===== config.mk =====
export PLATFORM = sky130hd
export DESIGN_NAME = uart_rx_core
export DESIGN_NICKNAME = d
export VERILOG_FILES = /design/src/rtl/uart_rx_core.sv
export SDC_FILE = /design/constraint.sdc
export NUM_CORES = 1
export LEC_CHECK = 0
export CORE_MARGIN = 2
export CORE_UTILIZATION = 40
export CTS_CLUSTER_DIAMETER = 200
export CTS_CLUSTER_SIZE = 16
export DETAILED_ROUTE_END_ITERATION = 7
export SETUP_SLACK_MARGIN = 0.3
export SYNTH_ARGS = -nofsm -noshare
export SYNTH_HDL_FRONTEND = slang
export SYNTH_SLANG_ARGS = --single-unit

===== constraint.sdc =====
create_clock -name clk -period 1.8 [get_ports clk]
set_input_delay 0.36 -clock clk [delete_from_list [all_inputs] [get_ports clk]]
set_output_delay 0.36 -clock clk [all_outputs]
set_load 0.1 [all_outputs]

===== src/rtl/uart_rx_core.sv =====
`timescale 1ns/1ps
// uart_rx_core -- serial receive front end for the CPU's memory-mapped
// serial data/status registers.
//
// Synchronises the raw rxd pin and generates an oversampled baud tick. It
// deserialises 8N1 frames, LSB first, into a one-byte holding register with
// ready, overrun and framing-error status.
//
// Optional feature: define UART_RX_PARITY_EN to receive 8E1 frames.
// This adds a PARITY state between DATA and STOP and the rx_parity_err output.
//
// Ports:
//   clk           system clock (CLK_FREQ Hz)
//   rst_n         asynchronous active-low reset
//   rxd           raw serial line, idle high, asynchronous to clk
//   rx_clear      one-cycle acknowledge from the CPU
//   rx_data       last accepted byte
//   rx_ready      holding register contains an unread byte
//   rx_overrun    a completed byte was dropped because rx_ready was set (sticky)
//   rx_frame_err  stop bit sampled low (sticky)
//   rx_busy       receiver FSM is outside IDLE
//   rx_parity_err even-parity mismatch (sticky, UART_RX_PARITY_EN only)
//   dbg_state     current FSM state encoding, for checkers and debug
//
// Handshake: rx_ready acts as "valid" for rx_data. The CPU reads rx_data
// while rx_ready=1 and then pulses rx_clear for one cycle as the
// acknowledge. rx_clear drops rx_ready, rx_overrun, rx_frame_err and
// rx_parity_err. A flag being set in the same cycle wins over the clear.
// A byte completing in that same cycle is written into rx_data and keeps
// rx_ready high.
module uart_rx_core #(
  parameter int CLK_FREQ   = 50000000,
  parameter int BAUD       = 115200,
  parameter int OVERSAMPLE = 16
) (
  input  logic       clk,
  input  logic       rst_n,
  input  logic       rxd,
  input  logic       rx_clear,
  output logic [7:0] rx_data,
  output logic       rx_ready,
  output logic       rx_overrun,
  output logic       rx_frame_err,
  output logic       rx_busy,
`ifdef UART_RX_PARITY_EN
  output logic       rx_parity_err,
`endif
  output logic [2:0] dbg_state
);

  localparam int DIV = (CLK_FREQ + (BAUD * OVERSAMPLE) / 2) / (BAUD * OVERSAMPLE);
  localparam int DW  = (DIV > 1) ? $clog2(DIV) : 1;
  localparam int TW  = $clog2(OVERSAMPLE) + 1;
  localparam logic [DW-1:0] DIV_LAST  = DW'(DIV - 1);
  localparam logic [TW-1:0] HALF_LAST = TW'(OVERSAMPLE / 2 - 1);
  localparam logic [TW-1:0] FULL_LAST = TW'(OVERSAMPLE - 1);

  typedef enum logic [2:0] {
    S_IDLE   = 3'd0,
    S_START  = 3'd1,
    S_DATA   = 3'd2,
    S_PARITY = 3'd3,
    S_STOP   = 3'd4
  } state_t;

  // Synchroniser and edge detect
  logic       sync1, rxd_s, rxd_prev;
  logic [1:0] warm;
  logic       fall;

  always_ff @(posedge clk or negedge rst_n) begin
    if (!rst_n) begin
      sync1    <= 1'b1;
      rxd_s    <= 1'b1;
      rxd_prev <= 1'b1;
      warm     <= 2'd0;
    end else begin
      sync1    <= rxd;
      rxd_s    <= sync1;
      rxd_prev <= rxd_s;
      if (warm != 2'd3) warm <= warm + 2'd1;
    end
  end

  // The flops reset to 1, so the first real samples of a line held low
  // would look like a falling edge. Edges only count once rxd_prev holds a
  // genuine sample (three clocks after reset). A line held low at release
  // must therefore go high and fall again before it starts a frame.
  assign fall = (warm == 2'd3) && rxd_prev && !rxd_s;

  // Free-running baud tick
  logic [DW-1:0] div_cnt;
  logic          tick;

  assign tick = (div_cnt == DIV_LAST);

  always_ff @(posedge clk or negedge rst_n) begin
    if (!rst_n)    div_cnt <= '0;
    else if (tick) div_cnt <= '0;
    else           div_cnt <= div_cnt + DW'(1);
  end

  // Receiver FSM
  state_t        state, state_n;
  logic [TW-1:0] tick_cnt, tick_cnt_n;
  logic [2:0]    bit_idx, bit_idx_n;
  logic [7:0]    shift, shift_n;
  logic          done_ok, done_ok_n;
  logic          done_bad, done_bad_n;
`ifdef UART_RX_PARITY_EN
  logic          par_bit, par_bit_n;
`endif

  always_ff @(posedge clk or negedge rst_n) begin
    if (!rst_n) begin
      state    <= S_IDLE;
      tick_cnt <= '0;
      bit_idx  <= '0;
      shift    <= '0;
      done_ok  <= 1'b0;
      done_bad <= 1'b0;
`ifdef UART_RX_PARITY_EN
      par_bit  <= 1'b0;
`endif
    end else begin
      state    <= state_n;
      tick_cnt <= tick_cnt_n;
      bit_idx  <= bit_idx_n;
      shift    <= shift_n;
      done_ok  <= done_ok_n;
      done_bad <= done_bad_n;
`ifdef UART_RX_PARITY_EN
      par_bit  <= par_bit_n;
`endif
    end
  end

  always_comb begin
    state_n    = state;
    tick_cnt_n = tick_cnt;
    bit_idx_n  = bit_idx;
    shift_n    = shift;
    done_ok_n  = 1'b0;
    done_bad_n = 1'b0;
`ifdef UART_RX_PARITY_EN
    par_bit_n  = par_bit;
`endif
    case (state)
      S_IDLE: begin
        if (fall) begin
          state_n    = S_START;
          tick_cnt_n = '0;
        end
      end
      S_START: begin
        // Re-check the line half a bit in; a high line means a glitch
        if (tick) begin
          if (tick_cnt == HALF_LAST) begin
            tick_cnt_n = '0;
            if (rxd_s) begin
              state_n = S_IDLE;
            end else begin
              state_n   = S_DATA;
              bit_idx_n = '0;
            end
          end else begin
            tick_cnt_n = tick_cnt + TW'(1);
          end
        end
      end
      S_DATA: begin
        if (tick) begin
          if (tick_cnt == FULL_LAST) begin
            tick_cnt_n = '0;
            // Shift in from the top: after eight bits, bit 0 holds the first one
            shift_n    = {rxd_s, shift[7:1]};
            bit_idx_n  = bit_idx + 3'd1;
            if (bit_idx == 3'd7) begin
`ifdef UART_RX_PARITY_EN
              state_n = S_PARITY;
`else
              state_n = S_STOP;
`endif
            end
          end else begin
            tick_cnt_n = tick_cnt + TW'(1);
          end
        end
      end
`ifdef UART_RX_PARITY_EN
      S_PARITY: begin
        if (tick) begin
          if (tick_cnt == FULL_LAST) begin
            tick_cnt_n = '0;
            par_bit_n  = rxd_s;
            state_n    = S_STOP;
          end else begin
            tick_cnt_n = tick_cnt + TW'(1);
          end
        end
      end
`endif
      S_STOP: begin
        // Leave in the sample cycle so a start edge mid-stop-bit is caught
        if (tick) begin
          if (tick_cnt == FULL_LAST) begin
            tick_cnt_n = '0;
            state_n    = S_IDLE;
            done_ok_n  = rxd_s;
            done_bad_n = !rxd_s;
          end else begin
            tick_cnt_n = tick_cnt + TW'(1);
          end
        end
      end
      default: state_n = S_IDLE;
    endcase
  end

  // Holding register and status. The clear is applied first, so any set
  // below overrides it.
  always_ff @(posedge clk or negedge rst_n) begin
    if (!rst_n) begin
      rx_data      <= 8'h00;
      rx_ready     <= 1'b0;
      rx_overrun   <= 1'b0;
      rx_frame_err <= 1'b0;
`ifdef UART_RX_PARITY_EN
      rx_parity_err <= 1'b0;
`endif
    end else begin
      if (rx_clear) begin
        rx_ready     <= 1'b0;
        rx_overrun   <= 1'b0;
        rx_frame_err <= 1'b0;
`ifdef UART_RX_PARITY_EN
        rx_parity_err <= 1'b0;
`endif
      end
      if (done_ok) begin
        // A clear in this cycle frees the register for the new byte
        if (!rx_ready || rx_clear) begin
          rx_data  <= shift;
          rx_ready <= 1'b1;
        end else begin
          rx_overrun <= 1'b1;
        end
      end
      if (done_bad) rx_frame_err <= 1'b1;
`ifdef UART_RX_PARITY_EN
      if ((done_ok || done_bad) && (^{shift, par_bit})) rx_parity_err <= 1'b1;
`endif
    end
  end

  assign rx_busy   = (state != S_IDLE);
  assign dbg_state = state;

endmodule


Yosys cells after proc, flatten, opt, wreduce, memory -nomap -nowiden. Cells that the tools add are included.

Output and inout bits: 15. Bits in read-only memories: 0. Bits in writable memories: 0. Flip-flop bits (word level): 42. Latch bits: 0. Input bits: 4. Memories kept: 0. Word-level logic and storage cells: 91.

Reductions and logical operators: 16. Divide/modulo/power cells: 0. Bitwise operators: 0. Shifts and indexed selects: 0. Add/sub/neg operators: 4. Equal/unequal tests: 19. $mul: 0. Multiplexer cells: 37. Order comparisons: 0.

Operator list (count): $mux W3 (13); $mux W5 (6); $ne A2 B2 Y1 const B (10); $pmux W5 S3 (1); $mux W1 (14); $pmux W3 S4 (1); $add A5 B1 Y5 const B (2); $reduce_and A8 Y1 (1); $eq A3 B3 Y1 const B (2); $pmux W3 S2 (1); $reduce_and A6 Y1 (1); $reduce_bool A3 Y1 (2); $eq A5 B3 Y1 const B (1); $eq A5 B4 Y1 const B (1); $eq A5 B5 Y1 const B (1); $reduce_and A4 Y1 (1); $reduce_bool A2 Y1 (2); $add A3 B1 Y3 const B (1); $eq A3 B1 Y1 const B (1); $eq A3 B2 Y1 const B (1); $logic_not A3 Y1 (1); $reduce_and A3 Y1 (1); $add A2 B1 Y2 const B (1); $eq A2 B2 Y1 const B (1); 7 further kinds (9).

Logic depth before layout (Yosys ltp).
Depth in word-level cells: 5. Mapped depth: 7. Depth with buffers taken out: 7.

Worst setup path before layout. No wires, ideal clock.

Path type: register to register. Start: reg state[0], in the netlist dbg_state[0]. End: reg tick_cnt[0]. Data arrival time: 2.366 ns. Period minus slack after synthesis: 2.491 ns. Stages on the path, launching flop included: 6. Library setup time: 0.125 ns. Path buffers: 1. Data required time: 1.675 ns. Path slack: -0.691 ns. Cell sequence: dfrtp_1 buf_6 or3_4 or3_4 o21a_4 mux2_4.

Word-level cells in the longest chain between the ends: 4. Elaborated cells between the ends (all ways): 11. Those cells by class: eq/ne: 6; mux: 1; reduce/logical: 4.

RTL lines: from (decl) (RTL line 104) `state_t state, state_n;`; from (signal assigned) (RTL line 126) `state <= state_n;`; $eq A3 B3 Y1 or $eq A3 B2 Y1 (tied branches) (RTL line 148) `case (state)`; $reduce_or A2 Y1 (no line); $ne A2 B1 Y1 (no line) or $reduce_bool A3 Y1 (tied branches); $reduce_and A4 Y1 (no line); to (signal assigned) (RTL line 127) `tick_cnt <= tick_cnt_n;`; to (decl) (RTL line 105) `logic [TW-1:0] tick_cnt, tick_cnt_n;`.

Several ways; a longest one is shown, not always the timed one. A chain may end at the register's enable or synchronous reset.

Final worst setup path.
Start: reg state[0], in the netlist dbg_state[0]. End: out rx_busy.

Word-level cells in the longest chain between the ends: 1.

RTL lines: $reduce_bool A3 Y1 (RTL line 256) `assign rx_busy = (state != S_IDLE);`; to (decl) (RTL line 44) `output logic rx_busy,`.

No other way between the ends.

==> results by stage <==
Status:
- The flow ran to the end, and the final reports show no timing, DRC or antenna violations.

STA:
- The post-route clock period utilization is between 90% and 100%.
- The final hold violation count is 0.
- The worst clock skew on the final layout is approximately 0.0076 ns.
- Headroom to the max-slew limit came out at about three quarters.
- The number of pins exceeding their max-slew limit in the final report is 0.
- The tightest hold margin is 0.358 ns.
- The clock period could shrink to approximately 1.8 ns.
- Setup repair after global routing could not meet its margin everywhere.
- Setup total negative slack on the finished layout was measured at 0 ns.
- The peak clock frequency supported by timing is approximately 560 MHz.
- Setup violations remaining at the end of the flow were counted as 0.
- For the pin with the worst max-slew slack, the measured transition is about 0.4 ns.

Setup path:
- The critical path capture point is rx_busy.
- The worst setup path is captured at an output pin.
- Tracing the worst setup path back leads to its startpoint at dbg_state[0]$_DFFE_PN0P_.
- The setup slack of the most critical reg-to-reg path is 0.005 ns.
- The worst flop-to-flop path endpoint is tick_cnt[0]$_DFFE_PN0P_.
- The startpoint identified for the worst register-to-register timing path is dbg_state[0]$_DFFE_PN0P_.
- The highest net fanout along the worst path is 2.
- The type of the setup path with the least slack is reg -> out.
- At the worst endpoint, the required time is between 1 and 1.5 ns.
- Counting cells, the worst reg-to-reg path comes to 4.
- At the worst endpoint, the arrival time is approximately 1.4 ns.
- The sort of element at the start of the critical path is a flip-flop.

Layout:
- The library cell used most frequently in the layout, excluding fill and tap cells, is dfrtp_1.
- The final net count is around 230.
- The area added between synthesis and finish is 51.5%.
- For this run, the share of the core covered by cells in the final layout is 61.9%.
- The share of cells above drive strength 1 is approximately 52%.
- 0 antenna diodes ended up in the layout.
- The filler cells instantiated in the layout total ~350.
- In the layout the commonest cells are dfrtp_1, buf_4, buf_12.

Pwr:
- Summed over all nets, the switching power comes to about 600 µW.
- The leakage power is around 1.3 nW.
- IR analysis of the VDD net gives a maximum drop of ~410 µV.
- In this run the power density over the cells is around 770 nW/µm².
- The design draws approximately 2.2 mW.
- The portion of total power attributed to combinational logic is 20.1%.
- Per report_power, the sequential group accounts for 48.3% of the total.
- Net switching is a little over a quarter of the power.
- The internal portion of the total power is between 1.5 and 2 mW.
- The clock network burns approximately a third of the power.

Logic synthesis:
- The average instance area after synthesis is ~13 µm².
- For this run, the number of Yosys warnings is 0.
- The number of enable-type register cells in the synthesized netlist is 0.
- The instance count of the mapped netlist is approximately 150.
- For this run, asynchronously set or reset flops after synthesis account for 100%.
- The distinct cell type count after synthesis is 38.
- The fraction of the yosys area taken by sequential cells is around 56%.
- The share of the synthesized area in the top cell type is roughly 52%.
- The number of flip-flops and latches in the synthesized netlist is 42.
- Among all flip-flop cells after synthesis, the most frequent one is dfrtp_1.
- When the netlist entered floorplanning its net count stood at 163.
- In the post-synthesis netlist, the biggest area contributors are dfrtp_1, mux2_2, ha_1.
- The cell area after synthesis is around 1900 µm².
- The largest total area in the synthesized netlist belongs to dfrtp_1.

Placed design:
- In this run the tool buffered the top-level ports with 18 buffer cells.
- The final weighted congestion of routability-driven global placement is 0.891.
- Summed over all nets, the half-perimeter wirelength after detailed placement is 2.58 mm.

Floorplanning:
- The die outline height is ~73 µm.
- For this configuration, the core starts out at a cell density of between 40% and 50%.
- Measured along the x axis, the die boundary spans 72.8 µm.
- In this run the core area contains 25 standard-cell rows.
- The placeable core region is approximately 4600 µm².
- The die covers roughly 5300 µm².
- The number of ports placed on the die boundary is 19.

Job:
- Across the run, the number of max-cap violations was 0.

Clocking:
- The clock net in this run drives a total of 42 sinks.
- The root buffer cell chosen for the clock tree is clkbuf_8.
- TritonCTS built the clock tree.
- The number of H-tree levels is 2.
- The clock passes through at most 2 buffers.
- The number of clock buffers added by TritonCTS is 5.
- The clock transition at the register clock pins on the worst setup and hold paths after CTS is 0.07 ns.
- The worst-skew pair later-pin latency is 0.29 ns.

Detailed routing:
- The first-pass iteration count of the detailed router is 4.
- The total wire length is between 4 and 5 mm.
- The via count is between 1000 and 1500.
- After detailed routing, the number of vias per cell comes to about 5.3.
- The detailed router finished its first iteration with 37 violations.
- After detailed routing, the number of remaining DRC violations is 0.
- The average wire length per cell after detail routing is approximately 16 µm.
- The count of nets left with antenna violations once routing finished came out at 0.

GRT:
- The global routing's busiest layer is met2.
- The routing usage on met3 is 4.14%.
- The met2 track utilization from global routing is 27.8%.
- The total global routing overflow is 0.
- Entering global routing, the biggest net connects 19 pins.
- For this run, the total global-route usage over all layers was measured as roughly 17%.
- The first global-routing pass estimated around 6.7 mm of wire.
- The number of global-route vias before repair is between 1000 and 1500.
- The met1 capacity usage during global routing is approximately 20%.
- The initial antenna violation count is 0.

Min path:
- The worst hold path belongs to the class reg -> reg.
registers in the layout, summed over array words and instances (netlist names):
register / count
dbg_state: 3
warm: 2
rxd_s: 1
rx_data: 8
done_ok: 1
div_cnt: 5
tick_cnt: 5
shift: 8
rx_overrun: 1
done_bad: 1
bit_idx: 3
sync1: 1
rxd_prev: 1
rx_frame_err: 1
rx_ready: 1
how the worst min path moves through the flow:
| stage | start | cells after the start | end |
|---|---|---|---|
| CTS | sync1$_DFF_PN1_ | 0 | rxd_s$_DFF_PN1_ |
| global route | sync1$_DFF_PN1_ | 0 | rxd_s$_DFF_PN1_ |
| floorplan | rst_n | 0 | bit_idx[0]$_DFFE_PN0P_ |
| detailed placement | rst_n | 1 | rx_overrun$_DFF_PN0_ |
| global placement | rst_n | 1 | shift[6]$_DFFE_PN0P_ |
| finish | sync1$_DFF_PN1_ | 0 | rxd_s$_DFF_PN1_ |
cell type report:
cell class              count  area, µm²  area share, %
clock buffers               8        110           3.84
inverters                   5       18.8          0.655
multi-input cells         102        928           32.4
flip-flops and latches     42       1070           37.2
well taps                  54       67.6           2.36
repair buffers             57        674           23.5
critical path, stage by stage (launching register included):
cell     delay, ns
dfrtp_4       0.48
or3_4         0.38
buf_6         0.13
buf_12        0.15
kinds of logic (layout without fill, tap and decap cells):
family	count (synthesis)	count (layout)	synth area share [%]
muxes	18	18	10.9
buffers and inverters	7	70	1.98
AOI/OAI and AO/OA	25	25	9.19
xor gates and xnor gates	3	3	1.39
DFF	42	42	55.8
adders and majority gates	8	8	5.29
and+or+nand+nor	48	48	15.5
per-layer routing:
metal | wire length, µm | vias up | part of all wire, %
met5 | 0 | - | 0
met1 | 1850 | 707 | 44
met2 | 2130 | 37 | 50
met4 | 78 | 0 | 1.8
met3 | 173 | 8 | 4.1
li1 | - | 659 | -
power by group through the flow:
stage,Combinational (mW),Clock [mW],Sequential (mW)
final,0.443,0.694,1.06
after CTS,0.402,0.724,1.05
after global routing,0.481,0.757,1.07
after detailed placement,0.326,0,1.08
after global placement,0.319,0,1.07
after floorplan,0.202,0,1.09
synth_stat cells (2+ instances only):
cell / n
a22o_1: 3
dfrtp_1: 39
nand2_1: 13
and3_1: 2
nand3b_1: 2
nor3b_1: 2
or3_4: 2
inv_1: 5
nand3_1: 4
xnor2_1: 2
nor3b_2: 2
nand4b_1: 4
o21ai_1: 3
dfstp_2: 3
a21oi_1: 4
mux2_2: 17
a21o_1: 2
o21ai_0: 7
nor2_1: 9
ha_1: 8
metrics by stage:
stage	setup WS (ns)	area, µm²	cells
after global routing	-0.0444	2870	268
after global placement	0.0531	2380	233
after CTS	-0.00813	2710	258
after detailed placement	0.0193	2380	233
after floorplan	-0.384	1900	151
final	0.00517	2870	268
what timing repair did:
action / CTS / global route
buffers inserted: 16 / 10
endpoints found under the setup margin: 20 / 27
resized for setup: 23 / 20
pin swaps: 10 / 6
hold buffers: 1 / 0
hold endpoints to repair: 14 / 0
Power figures use the tool's default switching activity.
